<file path="src/rtl/ysyx_24100006_lsu_if.sv">
// EXU/WBU/memory bundle of the load/store unit; slave = LSU side, master = environment side.
// out_fault is present only when LSU_ALIGN_CHECK_EN is defined.
interface ysyx_24100006_lsu_if;
    logic        in_valid;
    logic        in_ready;
    logic        in_mem_read;
    logic        in_mem_write;
    logic [2:0]  in_func3;
    logic [31:0] in_addr;
    logic [31:0] in_wdata;
    logic [4:0]  in_rd;
    logic        in_reg_wen;
    logic        out_valid;
    logic        out_ready;
    logic [31:0] out_result;
    logic [4:0]  out_rd;
    logic        out_reg_wen;
`ifdef LSU_ALIGN_CHECK_EN
    logic        out_fault;
`endif
    logic        Mem_Write;
    logic [7:0]  Mem_WMask;
    logic [31:0] waddr;
    logic [31:0] wdata;
    logic        Mem_Read;
    logic [31:0] raddr;
    logic [31:0] rdata;

    modport slave (
        input  in_valid, in_mem_read, in_mem_write, in_func3, in_addr, in_wdata,
               in_rd, in_reg_wen, out_ready, rdata,
`ifdef LSU_ALIGN_CHECK_EN
        output out_fault,
`endif
        output in_ready, out_valid, out_result, out_rd, out_reg_wen,
               Mem_Write, Mem_WMask, waddr, wdata, Mem_Read, raddr
    );

    modport master (
        output in_valid, in_mem_read, in_mem_write, in_func3, in_addr, in_wdata,
               in_rd, in_reg_wen, out_ready, rdata,
`ifdef LSU_ALIGN_CHECK_EN
        input  out_fault,
`endif
        input  in_ready, out_valid, out_result, out_rd, out_reg_wen,
               Mem_Write, Mem_WMask, waddr, wdata, Mem_Read, raddr
    );
endinterface

</file>
<file path="src/rtl/ysyx_24100006_lsu.sv">
// Load/store unit: IDLE -> [WAIT] -> ACCESS -> DONE, one memory strobe per op.
// Optional LSU_ALIGN_CHECK_EN: misaligned half/word ops fault instead of accessing memory.
module ysyx_24100006_lsu #(
    parameter int MEM_LAT = 1,
    parameter int CNT_W   = 4
) (
    input  logic                 clk,
    input  logic                 rst_n,
    ysyx_24100006_lsu_if.slave   bus
);
    typedef enum logic [1:0] {S_IDLE, S_WAIT, S_ACCESS, S_DONE} state_t;

    localparam logic [CNT_W-1:0] LAT_LAST = CNT_W'(MEM_LAT - 1);

    state_t      r_state, w_next;
    logic [CNT_W-1:0] r_cnt;
    logic        r_read, r_write, r_reg_wen;
    logic [2:0]  r_func3;
    logic [31:0] r_addr, r_wdata, r_result;
    logic [7:0]  r_mask;
    logic [4:0]  r_rd;

    logic        w_accept, w_mem, w_is_half, w_is_word, w_misalign;
    logic [3:0]  w_mask4;
    logic [31:0] w_lsh, w_load;

    assign w_accept  = bus.in_valid && (r_state == S_IDLE);
    assign w_mem     = bus.in_mem_read || bus.in_mem_write;
    assign w_is_half = (bus.in_func3[1:0] == 2'b01);
    assign w_is_word = bus.in_func3[1];

`ifdef LSU_ALIGN_CHECK_EN
    logic r_fault;
    assign w_misalign = w_mem && ((w_is_half && bus.in_addr[0]) ||
                                  (w_is_word && (bus.in_addr[1:0] != 2'b00)));
    assign bus.out_fault = r_fault;
`else
    assign w_misalign = 1'b0;
`endif

    // 4-bit shift drops lanes past byte 3 for unaligned halfwords
    assign w_mask4 = w_is_word ? 4'hF :
                     w_is_half ? (4'b0011 << bus.in_addr[1:0]) :
                                 (4'b0001 << bus.in_addr[1:0]);

    assign w_lsh = bus.rdata >> {r_addr[1:0], 3'b000};
    always_comb begin
        w_load = w_lsh;
        case (r_func3)
            3'b000:  w_load = {{24{w_lsh[7]}},  w_lsh[7:0]};
            3'b001:  w_load = {{16{w_lsh[15]}}, w_lsh[15:0]};
            3'b100:  w_load = {24'h0, w_lsh[7:0]};
            3'b101:  w_load = {16'h0, w_lsh[15:0]};
            default: w_load = w_lsh;
        endcase
    end

    always_comb begin
        w_next = r_state;
        case (r_state)
            S_IDLE: if (w_accept) begin
                if (w_mem && !w_misalign) w_next = (MEM_LAT == 0) ? S_ACCESS : S_WAIT;
                else                      w_next = S_DONE;
            end
            S_WAIT:   if (r_cnt == LAT_LAST) w_next = S_ACCESS;
            S_ACCESS: w_next = S_DONE;
            S_DONE:   if (bus.out_ready) w_next = S_IDLE;
            default:  w_next = S_IDLE;
        endcase
    end

    always_ff @(posedge clk or negedge rst_n) begin
        if (!rst_n) r_state <= S_IDLE;
        else        r_state <= w_next;
    end

    always_ff @(posedge clk or negedge rst_n) begin
        if (!rst_n) begin
            r_cnt     <= '0;
            r_read    <= 1'b0;
            r_write   <= 1'b0;
            r_reg_wen <= 1'b0;
            r_func3   <= 3'b0;
            r_addr    <= 32'h0;
            r_wdata   <= 32'h0;
            r_result  <= 32'h0;
            r_mask    <= 8'h0;
            r_rd      <= 5'h0;
`ifdef LSU_ALIGN_CHECK_EN
            r_fault   <= 1'b0;
`endif
        end else begin
            case (r_state)
                S_IDLE: if (w_accept) begin
                    // write wins when both read and write are set
                    r_write   <= bus.in_mem_write && !w_misalign;
                    r_read    <= bus.in_mem_read && !bus.in_mem_write && !w_misalign;
                    r_reg_wen <= bus.in_reg_wen && !bus.in_mem_write && !w_misalign;
                    r_func3   <= bus.in_func3;
                    r_addr    <= bus.in_addr;
                    r_wdata   <= bus.in_wdata << {bus.in_addr[1:0], 3'b000};
                    r_mask    <= (bus.in_mem_write && !w_misalign) ? {4'h0, w_mask4} : 8'h0;
                    r_rd      <= bus.in_rd;
                    r_result  <= bus.in_addr;
                    r_cnt     <= '0;
`ifdef LSU_ALIGN_CHECK_EN
                    r_fault   <= w_misalign;
`endif
                end
                S_WAIT:   r_cnt <= (r_cnt == LAT_LAST) ? '0 : r_cnt + 1'b1;
                S_ACCESS: if (r_read) r_result <= w_load;
                default:  ;
            endcase
        end
    end

    assign bus.in_ready    = (r_state == S_IDLE);
    assign bus.out_valid   = (r_state == S_DONE);
    assign bus.out_result  = r_result;
    assign bus.out_rd      = r_rd;
    assign bus.out_reg_wen = r_reg_wen;
    assign bus.Mem_Write   = (r_state == S_ACCESS) && r_write;
    assign bus.Mem_Read    = (r_state == S_ACCESS) && r_read;
    assign bus.Mem_WMask   = r_mask;
    assign bus.waddr       = r_addr;
    assign bus.raddr       = r_addr;
    assign bus.wdata       = r_wdata;
endmodule

</file>
<file path="src/flat_wrapper.sv">
// flat-port wrapper written by rule: the top's interface ports become plain ports
module ysyx_24100006_lsu_flat 
#(
    parameter int MEM_LAT = 1,
    parameter int CNT_W   = 4
)
  (clk, rst_n, bus_in_valid, bus_in_mem_read, bus_in_mem_write, bus_in_func3, bus_in_addr, bus_in_wdata, bus_in_rd, bus_in_reg_wen, bus_out_ready, bus_rdata, bus_in_ready, bus_out_valid, bus_out_result, bus_out_rd, bus_out_reg_wen, bus_Mem_Write, bus_Mem_WMask, bus_waddr, bus_wdata, bus_Mem_Read, bus_raddr);
  ysyx_24100006_lsu_if bus_i ();
  input  logic clk;
  input  logic rst_n;
  input wire logic [$bits(bus_i.in_valid)-1:0] bus_in_valid;
  input wire logic [$bits(bus_i.in_mem_read)-1:0] bus_in_mem_read;
  input wire logic [$bits(bus_i.in_mem_write)-1:0] bus_in_mem_write;
  input wire logic [$bits(bus_i.in_func3)-1:0] bus_in_func3;
  input wire logic [$bits(bus_i.in_addr)-1:0] bus_in_addr;
  input wire logic [$bits(bus_i.in_wdata)-1:0] bus_in_wdata;
  input wire logic [$bits(bus_i.in_rd)-1:0] bus_in_rd;
  input wire logic [$bits(bus_i.in_reg_wen)-1:0] bus_in_reg_wen;
  input wire logic [$bits(bus_i.out_ready)-1:0] bus_out_ready;
  input wire logic [$bits(bus_i.rdata)-1:0] bus_rdata;
  output wire logic [$bits(bus_i.in_ready)-1:0] bus_in_ready;
  output wire logic [$bits(bus_i.out_valid)-1:0] bus_out_valid;
  output wire logic [$bits(bus_i.out_result)-1:0] bus_out_result;
  output wire logic [$bits(bus_i.out_rd)-1:0] bus_out_rd;
  output wire logic [$bits(bus_i.out_reg_wen)-1:0] bus_out_reg_wen;
  output wire logic [$bits(bus_i.Mem_Write)-1:0] bus_Mem_Write;
  output wire logic [$bits(bus_i.Mem_WMask)-1:0] bus_Mem_WMask;
  output wire logic [$bits(bus_i.waddr)-1:0] bus_waddr;
  output wire logic [$bits(bus_i.wdata)-1:0] bus_wdata;
  output wire logic [$bits(bus_i.Mem_Read)-1:0] bus_Mem_Read;
  output wire logic [$bits(bus_i.raddr)-1:0] bus_raddr;
  assign bus_i.in_valid = bus_in_valid;
  assign bus_i.in_mem_read = bus_in_mem_read;
  assign bus_i.in_mem_write = bus_in_mem_write;
  assign bus_i.in_func3 = bus_in_func3;
  assign bus_i.in_addr = bus_in_addr;
  assign bus_i.in_wdata = bus_in_wdata;
  assign bus_i.in_rd = bus_in_rd;
  assign bus_i.in_reg_wen = bus_in_reg_wen;
  assign bus_i.out_ready = bus_out_ready;
  assign bus_i.rdata = bus_rdata;
  assign bus_in_ready = bus_i.in_ready;
  assign bus_out_valid = bus_i.out_valid;
  assign bus_out_result = bus_i.out_result;
  assign bus_out_rd = bus_i.out_rd;
  assign bus_out_reg_wen = bus_i.out_reg_wen;
  assign bus_Mem_Write = bus_i.Mem_Write;
  assign bus_Mem_WMask = bus_i.Mem_WMask;
  assign bus_waddr = bus_i.waddr;
  assign bus_wdata = bus_i.wdata;
  assign bus_Mem_Read = bus_i.Mem_Read;
  assign bus_raddr = bus_i.raddr;
  ysyx_24100006_lsu #(.MEM_LAT(MEM_LAT), .CNT_W(CNT_W)) u_core (.clk(clk), .rst_n(rst_n), .bus(bus_i));
endmodule
</file>
<file path="config.mk">
export PLATFORM = sky130hd
export DESIGN_NAME = ysyx_24100006_lsu_flat
export DESIGN_NICKNAME = d
export VERILOG_FILES = /design/src/rtl/ysyx_24100006_lsu_if.sv /design/src/rtl/ysyx_24100006_lsu.sv /design/src/flat_wrapper.sv
export SDC_FILE = /design/constraint.sdc
export NUM_CORES = 1
export LEC_CHECK = 0
export CORE_MARGIN = 1.5
export CORE_UTILIZATION = 35
export CTS_BUF_LIST = sky130_fd_sc_hd__clkbuf_8
export CTS_CLUSTER_DIAMETER = 200
export CTS_CLUSTER_SIZE = 28
export DETAILED_ROUTE_END_ITERATION = 6
export PLACE_DENSITY_LB_ADDON = 0.25
export SLEW_MARGIN = 25
export SYNTH_ARGS = -nofsm -noshare
export SYNTH_HDL_FRONTEND = slang
export SYNTH_SLANG_ARGS = --single-unit
export TNS_END_PERCENT = 30
</file>
<file path="constraint.sdc">
create_clock -name clk -period 3.9 [get_ports clk]
set_input_delay 0.78 -clock clk [delete_from_list [all_inputs] [get_ports clk]]
set_output_delay 0.78 -clock clk [all_outputs]
set_load 0.05 [all_outputs]
</file>
# ---- After elaboration in Yosys (flattened, before gate mapping)
# Index checks and enable logic that the tools add are counted.
dict set report word_totals {
  reg_bits 121
  input_bits 111
  output_inout_bits 146
  elab_cells 58
}
dict set report op_classes {
  n_addsub 1
  eq_ne 11
  shifts 4
  mux 15
  n_reduce_logical 16
}
# cell n
set ops {}
lappend ops {{case mux 32 bit (4 select lines)} 1}
lappend ops {{2-to-1 mux 32 bit} 2}
lappend ops {{case mux 32 bit (2 select lines)} 1}
lappend ops {{left shift 32 x 5 -> 32 bit} 1}
lappend ops {{>> shifter 32 x 5 -> 32 bit} 1}
lappend ops {{2-to-1 mux 4 bit} 5}
lappend ops {{2-to-1 mux 2 bit} 4}
lappend ops {{case mux 2 bit (4 select lines)} 1}
lappend ops {{case mux 4 bit (2 select lines)} 1}
lappend ops {{== test 3 bit, second input constant} 2}
lappend ops {{!= test 2 x 1 -> 1 bit, second input constant} 3}
lappend ops {{AND reduction 3 bit} 2}
lappend ops {{logical AND 1 bit} 5}
lappend ops {{adder 4 x 1 -> 4 bit, second input constant} 1}
lappend ops {{== test 2 x 1 -> 1 bit, second input constant} 2}
lappend ops {{== test 2 bit, second input constant} 2}
lappend ops {{logical NOT 4 bit} 1}
lappend ops {{AND reduction 2 bit} 2}
lappend ops {{nonzero test 2 bit} 2}
lappend ops {{left shift 1 x 2 -> 4 bit, first input constant} 1}
lappend ops {{left shift 2 x 2 -> 4 bit, first input constant} 1}
lappend ops {{== test 3 x 1 -> 1 bit, second input constant} 1}
lappend ops {{logical NOT 3 bit} 1}
lappend ops {{logical NOT 2 bit} 1}
lappend ops {{other kinds (3)} 3}

# ---- Depth between registers and ports, before layout
dict set report depth {
  ltp_word 4
  mapped_depth 8
  mapped_depth_nobuf 6
}

# ---- Worst setup path before layout
# Ideal clock, no wire load.
dict set report synth_timing {
  path_kind {reg2reg}
  startpoint {register u_core.r_state[0]}
  endpoint {register u_core.r_result[24], in the netlist u_core.bus.out_result[24]}
  setup_ps 133
  arrival_ps 2161
  t_required_ps 3767
  setup_slack_ps 1606
  stages_incl_launch_ff 9
  path_buffers 2
  synth_period_minus_slack_ps 2294
  cell_sequence {dfrtp_1 > inv_1 > ha_1 > buf_4 > and2_1 > nand2_1 > a2111oi_4 > buf_6 > a221oi_2}
}
dict set report synth_between {
  elab_chain_len 4
  word_cells_on_any_way 8
  classes_between {3 x eq/ne; 1 x mux; 4 x reduce/logical}
}
# element line_no
set synth_rtl {}
lappend synth_rtl {{from (decl)} ysyx_24100006_lsu.sv:15} ;# state_t r_state, w_next;
lappend synth_rtl {{from (signal assigned)} ysyx_24100006_lsu.sv:74} ;# else r_state <= w_next;
lappend synth_rtl {{logical NOT 2 bit} {ysyx_24100006_lsu.sv:27, ysyx_24100006_lsu.sv:93}}
lappend synth_rtl {{logical AND 1 bit} ysyx_24100006_lsu.sv:27} ;# assign w_accept = bus.in_valid && (r_state == S_IDLE);
lappend synth_rtl {{!= test 2 x 1 -> 1 bit (no source line)} -}
lappend synth_rtl {{AND reduction 3 bit (no source line)} -}
lappend synth_rtl {{to (signal assigned)} ysyx_24100006_lsu.sv:104} ;# r_result <= bus.in_addr;
lappend synth_rtl {{to (signal assigned)} ysyx_24100006_lsu.sv:111} ;# S_ACCESS: if (r_read) r_result <= w_load;
lappend synth_rtl {{to (decl)} ysyx_24100006_lsu.sv:19} ;# logic [31:0] r_addr, r_wdata, r_result;
# Parallel ways exist; a longest one is shown, timed or not.
# A chain may end at the register's enable or synchronous reset.

# ---- Worst setup path in the final report
dict set report layout_timing {
  startpoint {register u_core.r_state[0]}
  endpoint {output port bus_in_ready}
}
dict set report layout_between {
  elab_chain_len 1
}
# element line_no
set layout_rtl {}
lappend layout_rtl {{logical NOT 2 bit} ysyx_24100006_lsu.sv:117} ;# assign bus.in_ready = (r_state == S_IDLE);
lappend layout_rtl {{to (decl)} flat_wrapper.sv:21} ;# output wire logic [$bits(bus_i.in_ready)-1:0] bus_in_ready;
# No other way between the ends.

==> impl_metrics.csv <==
group,metric,value,unit
status,status,"completed",
logic_synthesis,syn_area,6170,µm²
power_and_ir_drop,power,9.53,mW
cts,cts_tree,"yes",
setup_path,cp-start-kind,"register",
cells_and_area,utilization,52.5,%
sta,maxSlewViolCount,0,
detailed_routing,routedWlPerCell,18.2,µm
floorplanning,die_w,136,µm
logic_synthesis,ys_warn_count,0,
sta,max_freq,0.331,GHz
placement,hpwl,13600,µm
setup_path,r2r-start,"u_core.r_state[0]",
placement,dp_cells,985,
logic_synthesis,syn_inst,570,
floorplanning,initial_utilization,35.8,%
cts,postCtsSetupBuffers,0,
detailed_routing,num_vias,5162,
sta,timing.final.crit_share,77.4,%
floorplanning,ios,257,
sta,fin_skew,9.24,ps
logic_synthesis,ys_seq_area_share,47.4,%
cells_and_area,nFillCells,1488,
global_routing,grt_pass1_vias,5234,
cts,cts_resized,0,
sta,finalHoldViolCount,0,
cts,cts.clk_slew.worst_paths,80,ps
cells_and_area,final_cells,1017,
sta,hold_slack,315,ps
floorplanning,fp.dieH,136,µm
cts,cts_hold_buf,0,
setup_path,path_class,"reg2out",
logic_synthesis,ys_ff_latch,117,
logic_synthesis,ys.flop_type,"dfrtp_1",
floorplanning,core,17200,µm²
min_path,hp-class,"in2async",
cells_and_area,area_delta_synth_final,46.6,%
global_routing,grt_pass1_wl,29200,µm
cts,cts.sinks,117,
cts,clk_latency,440,ps
cts,htreeDepth,4,
cells_and_area,drive_above_1_share,16.5,%
placement,gp_congestion,0.862,
setup_path,crit_path_end_kind,"primary output",
detailed_routing,vias_per_cell,5.08,
placement,io_buffer_count,252,
logic_synthesis,synth_cell_types,39,
global_routing,overflow,0,
sta,setup_tns,0,ps
global_routing,grt_max_degree,79,
sta,worst_slew_pin_slew,895,ps
floorplanning,num_rows,48,
detailed_routing,drc,0,
detailed_routing,totalWireLength,18500,µm
sta,rsz0062_at_grt,"no",
sta,relSlewSlack,40.4,%
global_routing,grt_usage,20.6,%
power_and_ir_drop,pwr_density_cell,1050,nW/µm²
sta,period_minus_slack,3020,ps
setup_path,arrival,2240,ps
cts,cts_max_path_buffers,2,
flow_run,cap_viol_max_count,0,
sta,setup_viol,0,
global_routing,antenna_found_initial,0,
setup_path,required,3120,ps
power_and_ir_drop,ir_drop,0.000665,V
logic_synthesis,synth_top_area_share,47.4,%
detailed_routing,first_pass_iters,5,
logic_synthesis,synth_top_cell_by_area,"dfrtp_1",
cells_and_area,nets,897,
floorplanning,die-area,18400,µm²
logic_synthesis,avgSynthCellArea,10.8,µm²
setup_path,path_max_fanout,8,
logic_synthesis,synth_edf_count,0,
power_and_ir_drop,p_leak,3.68,nW
logic_synthesis,ys_top_cells_by_area,"dfrtp_1 47%, mux2_2 11%, mux2i_1 5.2%",
logic_synthesis,async_flop_share,100,%
cells_and_area,num_antenna_cells,0,
setup_path,startpoint,"u_core.r_state[0]",
cts,cts_buffers,17,
detailed_routing,ant_nets,0,
detailed_routing,drt_iter0_drc,197,
cts,clock-root-buffer,"clkbuf_8",
[metrics by stage]
step	area (µm²)	setup slack, ps
2_1_floorplan	6180	1610
3_5_place_dp	8620	1130
6_report	9050	883
4_1_cts	9050	841
3_3_place_gp	8620	1170
5_1_grt	9050	759
[cells by family after synthesis]
group | synth area share (%)
AO/OA/AOI/OAI | 12.9
XOR/XNOR | 0.142
adder cells (fa/ha/maj) | 1.42
buffers and inverters | 7.68
flip-flops | 47.4
multiplexers | 19.2
other | 0.0608
AND/OR/NAND/NOR | 11.1
[placed cells by master (no fill, tap or decap), types with 6 or more instances in the layout]
| cell type | netlist | routed |
|---|---|---|
| buf_4 | 37 | 7 |
| a221oi_2 | 10 | 10 |
| mux2_2 | 63 | 63 |
| a221oi_1 | 14 | 14 |
| nor2_1 | 77 | 77 |
| nand2_1 | 45 | 44 |
| a22o_1 | 8 | 8 |
| clkdlybuf4s50_1 | 0 | 250 |
| a22oi_1 | 7 | 7 |
| o21ai_0 | 30 | 30 |
| nor2b_1 | 13 | 13 |
| mux2i_1 | 32 | 32 |
| mux4_2 | 7 | 7 |
| a211oi_1 | 8 | 8 |
| dfrtp_1 | 117 | 117 |
| ha_1 | 7 | 6 |
| a21oi_1 | 26 | 26 |
| clkbuf_8 | 0 | 18 |
[cell usage after synthesis (10+ instances only)]
cell / count
clkbuf_1: 16
a221oi_1: 14
nand2_1: 45
a221oi_2: 10
nor2_1: 77
nor2b_1: 13
buf_2: 16
mux2i_1: 32
dfrtp_1: 117
a21oi_1: 26
buf_4: 37
o21ai_0: 30
mux2_2: 63
[routing by layer]
layer | global-route usage [%] | vias up | share of wire [%]
li1 | - | 2406 | -
met1 | 26.5 | 2520 | 43
met2 | 33.7 | 217 | 48
met3 | 6.14 | 19 | 7.8
met4 | 5.73 | 0 | 1.1
met5 | 0 | - | 0
[path summary, 6_finish.rpt]
kind                                             endpoint  slack (ps)  cells after the start
worst max-delay path                         bus_in_ready         880                      3
worst min-delay path                 u_core.bus.raddr[24]         320                      1
worst max register to register  u_core.bus.out_result[16]        1370                      8
worst min register to register             u_core.r_write         480                      2
max in group asynchronous        u_core.bus.out_result[4]        2710                      2
min in group clk                           u_core.r_write         480                      2
[cell type report]
class / instances / area (µm²) / share of cell area [%]
Clock inverter: 14 / 178 / 1.96
Clock buffer: 18 / 248 / 2.74
Inverter: 5 / 18.8 / 0.207
Sequential cell: 117 / 2930 / 32.4
Timing Repair Buffer: 260 / 2600 / 28.7
Multi-Input combinational cell: 378 / 2800 / 30.9
Tap cell: 225 / 282 / 3.11
[worst max-delay path, stage by stage (launching register included)]
cell             delay, ps
dfrtp_1                400
inv_1                  130
ha_1                   390
clkdlybuf4s50_1        880
[power breakdown]
part           internal, mW  switching [mW]
sequential             1.80           0.392
clock                 0.653           0.541
combinational          2.15            3.99
total                  4.61            4.92
[flip-flops by register name (all words and copies together) (netlist names)]
signal                  count
u_core.r_func3              3
u_core.bus.Mem_WMask        4
u_core.bus.raddr           32
u_core.r_write              1
u_core.r_state              2
u_core.r_cnt                4
u_core.bus.out_result      32
u_core.bus.out_rd           5
u_core.bus.wdata           32
u_core.r_read               1
u_core.bus.out_reg_wen      1
Power figures use the tool's default switching activity.
